===== src/rtl/serial_adder_pkg.sv =====
// Shared definitions for the bit-serial arithmetic blocks: FSM encoding and
// counter sizing helper.
package serial_adder_pkg;

  typedef enum logic [1:0] {
    StIdle = 2'd0,
    StRun  = 2'd1,
    StDone = 2'd2
  } sa_state_e;

  // Bit-count register width; never narrower than one bit.
  function automatic int unsigned sa_cnt_width(input int unsigned width);
    return (width > 1) ? $clog2(width) : 1;
  endfunction

endpackage


===== src/rtl/fulladder.sv =====
// Single-bit full adder cell; the one arithmetic element of the serial adder.
module fulladder (
  input  logic a,
  input  logic b,
  input  logic cin,
  output logic sum,
  output logic cout
);

  assign sum  = a ^ b ^ cin;
  assign cout = (a & b) | (cin & (a ^ b));

endmodule


===== src/rtl/serial_adder.sv =====
// Bit-serial WIDTH-bit adder: operands shift out LSB-first through one full
// adder, the carry lives in a flop, and the sum shifts in from the top.
module serial_adder
  import serial_adder_pkg::*;
#(
  parameter int unsigned WIDTH = 8
) (
  input  logic             clk,
  input  logic             rst,
  input  logic             in_valid,
  output logic             in_ready,
  input  logic [WIDTH-1:0] a,
  input  logic [WIDTH-1:0] b,
  input  logic             cin,
  output logic             out_valid,
  input  logic             out_ready,
  output logic [WIDTH-1:0] sum,
  output logic             cout
);

  localparam int unsigned   CntW    = sa_cnt_width(WIDTH);
  localparam logic [CntW-1:0] CntLast = CntW'(WIDTH - 1);

  sa_state_e        state_q;
  logic [WIDTH-1:0] a_sh_q;
  logic [WIDTH-1:0] b_sh_q;
  logic [WIDTH-1:0] sum_sh_q;
  logic             carry_q;
  logic [CntW-1:0]  cnt_q;
  logic             out_valid_q;
  logic             fa_sum;
  logic             fa_cout;

  fulladder u_fa (
    .a    (a_sh_q[0]),
    .b    (b_sh_q[0]),
    .cin  (carry_q),
    .sum  (fa_sum),
    .cout (fa_cout)
  );

  assign in_ready  = (state_q == StIdle) && !rst;
  assign out_valid = out_valid_q;
  assign sum       = sum_sh_q;
  assign cout      = carry_q;

  always_ff @(posedge clk) begin
    if (rst) begin
      state_q     <= StIdle;
      a_sh_q      <= '0;
      b_sh_q      <= '0;
      sum_sh_q    <= '0;
      carry_q     <= 1'b0;
      cnt_q       <= '0;
      out_valid_q <= 1'b0;
    end else begin
      case (state_q)
        StIdle: begin
          if (in_valid) begin
            a_sh_q  <= a;
            b_sh_q  <= b;
            carry_q <= cin;
            cnt_q   <= '0;
            state_q <= StRun;
          end
        end
        StRun: begin
          sum_sh_q <= {fa_sum, sum_sh_q[WIDTH-1:1]};
          carry_q  <= fa_cout;
          a_sh_q   <= a_sh_q >> 1;
          b_sh_q   <= b_sh_q >> 1;
          if (cnt_q == CntLast) begin
            // Counter parks at zero so it never wraps past the last bit.
            cnt_q       <= '0;
            state_q     <= StDone;
            out_valid_q <= 1'b1;
          end else begin
            cnt_q <= cnt_q + 1'b1;
          end
        end
        StDone: begin
          if (out_ready) begin
            state_q     <= StIdle;
            out_valid_q <= 1'b0;
          end
        end
        default: begin
          state_q     <= StIdle;
          out_valid_q <= 1'b0;
        end
      endcase
    end
  end

endmodule


===== config.mk =====
export PLATFORM = sky130hd
export DESIGN_NAME = serial_adder
export DESIGN_NICKNAME = d
export VERILOG_FILES = /design/src/rtl/serial_adder_pkg.sv /design/src/rtl/fulladder.sv /design/src/rtl/serial_adder.sv
export SDC_FILE = /design/constraint.sdc
export NUM_CORES = 1
export LEC_CHECK = 0
export CAP_MARGIN = 0
export CORE_MARGIN = 2
export CORE_UTILIZATION = 40
export DETAILED_ROUTE_END_ITERATION = 16
export PLACE_DENSITY = 0.73
export SKIP_CTS_REPAIR_TIMING = 1
export SLEW_MARGIN = 40
export SYNTH_ARGS = -nofsm -noshare
export SYNTH_HDL_FRONTEND = slang
export SYNTH_HIERARCHICAL = 1
export SYNTH_SLANG_ARGS = --single-unit

===== constraint.sdc =====
create_clock -name clk -period 1.4 [get_ports clk]
set_clock_uncertainty 0.1 [all_clocks]
set_input_delay 0.14 -clock clk [delete_from_list [all_inputs] [get_ports clk]]
set_output_delay 0.14 -clock clk [all_outputs]
set_load 0.05 [all_outputs]

==> out/qor.txt <==
Root buffer cell = clkbuf_4
Input/output buffers = 31
Startpoint types = register
Final WL = 2940 microns
Crit path capture type = output pin
CTS clk-pin slew, worst paths = 0.09 ns
Slew @ Worst Pin = 0.362 ns
Final setup viols = 1
CTS sink cnt = 31
Syn_nets = 168
Die Width = 62.0 microns
Post-synth top area cell = dfxtp_1
Clock Latency Late Sink = 0.33 ns
Max Slew Vio Count = 0
Starting density of the core = 0.410
Max VDD drop = 507 uV
Yosys Warn Count = 6
Vias/cell = 5.11
Cell area after synthesis = 0.00135 sq mm
Power Density = 983 mW/mm^2
Max Fclk = 704 MHz
Final ANT Viol Nets = 0
CTS tree = yes
Setup_tns = -0.0212 ns
Syn avg cell area = 9.35 sq um
Fillers = 276
Finished Layout Cells = 232
Hold WS = 0.361 ns
Fraction of layout cells with a size suffix above 1 = 0.263
Relative slew slack = 0.758
CP max FO = 6
Design area = 0.00194 sq mm
First-pass DRT Iterations = 4
Routability cong. = 0.798
Height of the chip = 62.0 microns
CP arrival = 1.18 ns
Initial antenna violation count = 0
Per-cell routed wire length = 12.7 microns
CORE AREA = 0.00328 sq mm
Max_cap viols = 0
RSZ-0062 raised after global routing = true
TritonCTS Buffers = 5
Gr usage total = 0.173
Placed Instances = 219
Io pins = 32
First-pass GRT wire length = 4770 microns
Sequential-to-total area share from yosys stat = 0.461
Vias in the first global route = 1096
Setup WS pre-CTS = -0.148 ns
Post-DP HPWL = 2120 microns
Grt ovf = 0
Synth area leaders = dfxtp_1, a21oi_1, o221a_1, buf_6, nand2_1
Failing checks = setup timing
DR iter-0 viols = 40
Clock buffer depth = 2
Crit path time final = 1.42 ns
Post-synth top area share = 0.461
DRC errors left = 0
Cell count after synthesis = 144
Crit path kind = reg -> out
Layout area overhead = 44.3%
Die area = 0.00385 sq mm
Yosys cell types = 26
Leakage = 0.752 nW
Number of diodes = 0
Status = finished with violations
Register bit count reported by yosys = 31
HP Class = in -> reg
Hold Fails Final Rpt = 0
DP Area = 0.00181 sq mm
Worst EP required = 1.16 ns
FP Rows = 21
Largest net degree at the start of global routing = 17
Net count of the finished layout = 209
H-tree levels = 2
Fin worst setup slack = -0.0212 ns
Final worst path period share = 1.02
Vias = 1186
cell usage after synthesis (all sizes together):
cell / instances
nor2b: 1
mux2i: 1
nand2: 18
clkbuf: 2
a22oi: 5
fa: 1
o221a: 15
nand3b: 1
nor3: 2
dfxtp: 31
buf: 9
nor2: 11
nor3b: 1
a2bb2oi: 1
a21oi: 25
nand2b: 1
o21bai: 1
inv: 16
ha: 2
per-layer routing:
metal / track usage / share of wire / up-vias
li1: - / - / 579
met1: 0.200 / 0.43 / 575
met3: 0.0559 / 0.045 / 5
met5: 0 / 0 / -
met2: 0.284 / 0.50 / 27
met4: 0.0912 / 0.020 / 0
state kept, by name, indices dropped and copies added (netlist names):
register   flops
cout           1
state_q        2
b_sh_q         8
sum            8
a_sh_q         8
cnt_q          3
out_valid      1
cell families after synthesis:
| family | share of synthesized area |
|---|---|
| compound gates | 0.258 |
| simple gates | 0.127 |
| buf+inv | 0.112 |
| fa+ha+maj | 0.0335 |
| flops | 0.461 |
| mux | 0.00744 |
cell type report:
type	instances	area (sq um)	area share
Clock buffer	8	68.8	0.0354
Inverter	16	60.1	0.0309
Timing Repair Buffer	45	537	0.276
Multi-Input combinational cell	86	594	0.306
Sequential cell	31	626	0.322
Tap cell	46	57.6	0.0296
cells in the final DEF (no fill, tap or decap):
cell type | netlist | layout
a21oi_1 | 25 | 25
a22oi_1 | 5 | 5
a2bb2oi_1 | 1 | 1
buf_12 | 0 | 11
buf_4 | 1 | 12
buf_6 | 6 | 1
buf_8 | 0 | 1
clkbuf_1 | 2 | 1
clkbuf_4 | 0 | 5
clkbuf_8 | 0 | 2
clkdlybuf4s50_1 | 0 | 20
dfxtp_1 | 31 | 27
dfxtp_2 | 0 | 4
fa_1 | 1 | 1
ha_2 | 0 | 2
inv_1 | 16 | 16
mux2i_1 | 1 | 1
nand2_1 | 17 | 17
nand2_4 | 1 | 1
nand2b_1 | 1 | 1
nand3b_1 | 1 | 1
nor2_1 | 8 | 8
nor2_2 | 1 | 1
nor2_4 | 2 | 2
nor2b_1 | 1 | 1
nor3_1 | 2 | 1
nor3_4 | 0 | 1
nor3b_1 | 1 | 1
o21bai_2 | 0 | 1
o221a_1 | 10 | 10
o221a_2 | 5 | 5
final timing paths:
kind | from | endpoint | slack (ns) | cells after the start
worst max register to register | state_q[1] | a_sh_q[3] | 0.03 | 5
worst max-delay path | state_q[0] | in_ready | -0.02 | 3
worst min-delay path | cin | cout | 0.36 | 2
worst min register to register | sum[0] | sum[0] | 0.39 | 2
worst max-delay path, stage by stage, from the launching register on:
cell	delay (ns)
dfxtp_2	0.34
buf_6	0.13
nor3_4	0.21
buf_12	0.16
power by group:
group,internal (mW),total (mW),leakage [nW],switching [mW]
clock network,0.295,0.596,0.0386,0.301
registers,0.936,0.972,0.256,0.0366
logic,0.182,0.342,0.458,0.160
stage by stage:
stage | util | power [mW]
3_5_place_dp | 0.550 | 1.32
3_3_place_gp | 0.550 | 1.30
6_report | 0.592 | 1.91
4_1_cts | 0.571 | 1.91
2_1_floorplan | - | 1.18
5_1_grt | 0.592 | 2.00
Power figures use the tool's default switching activity.
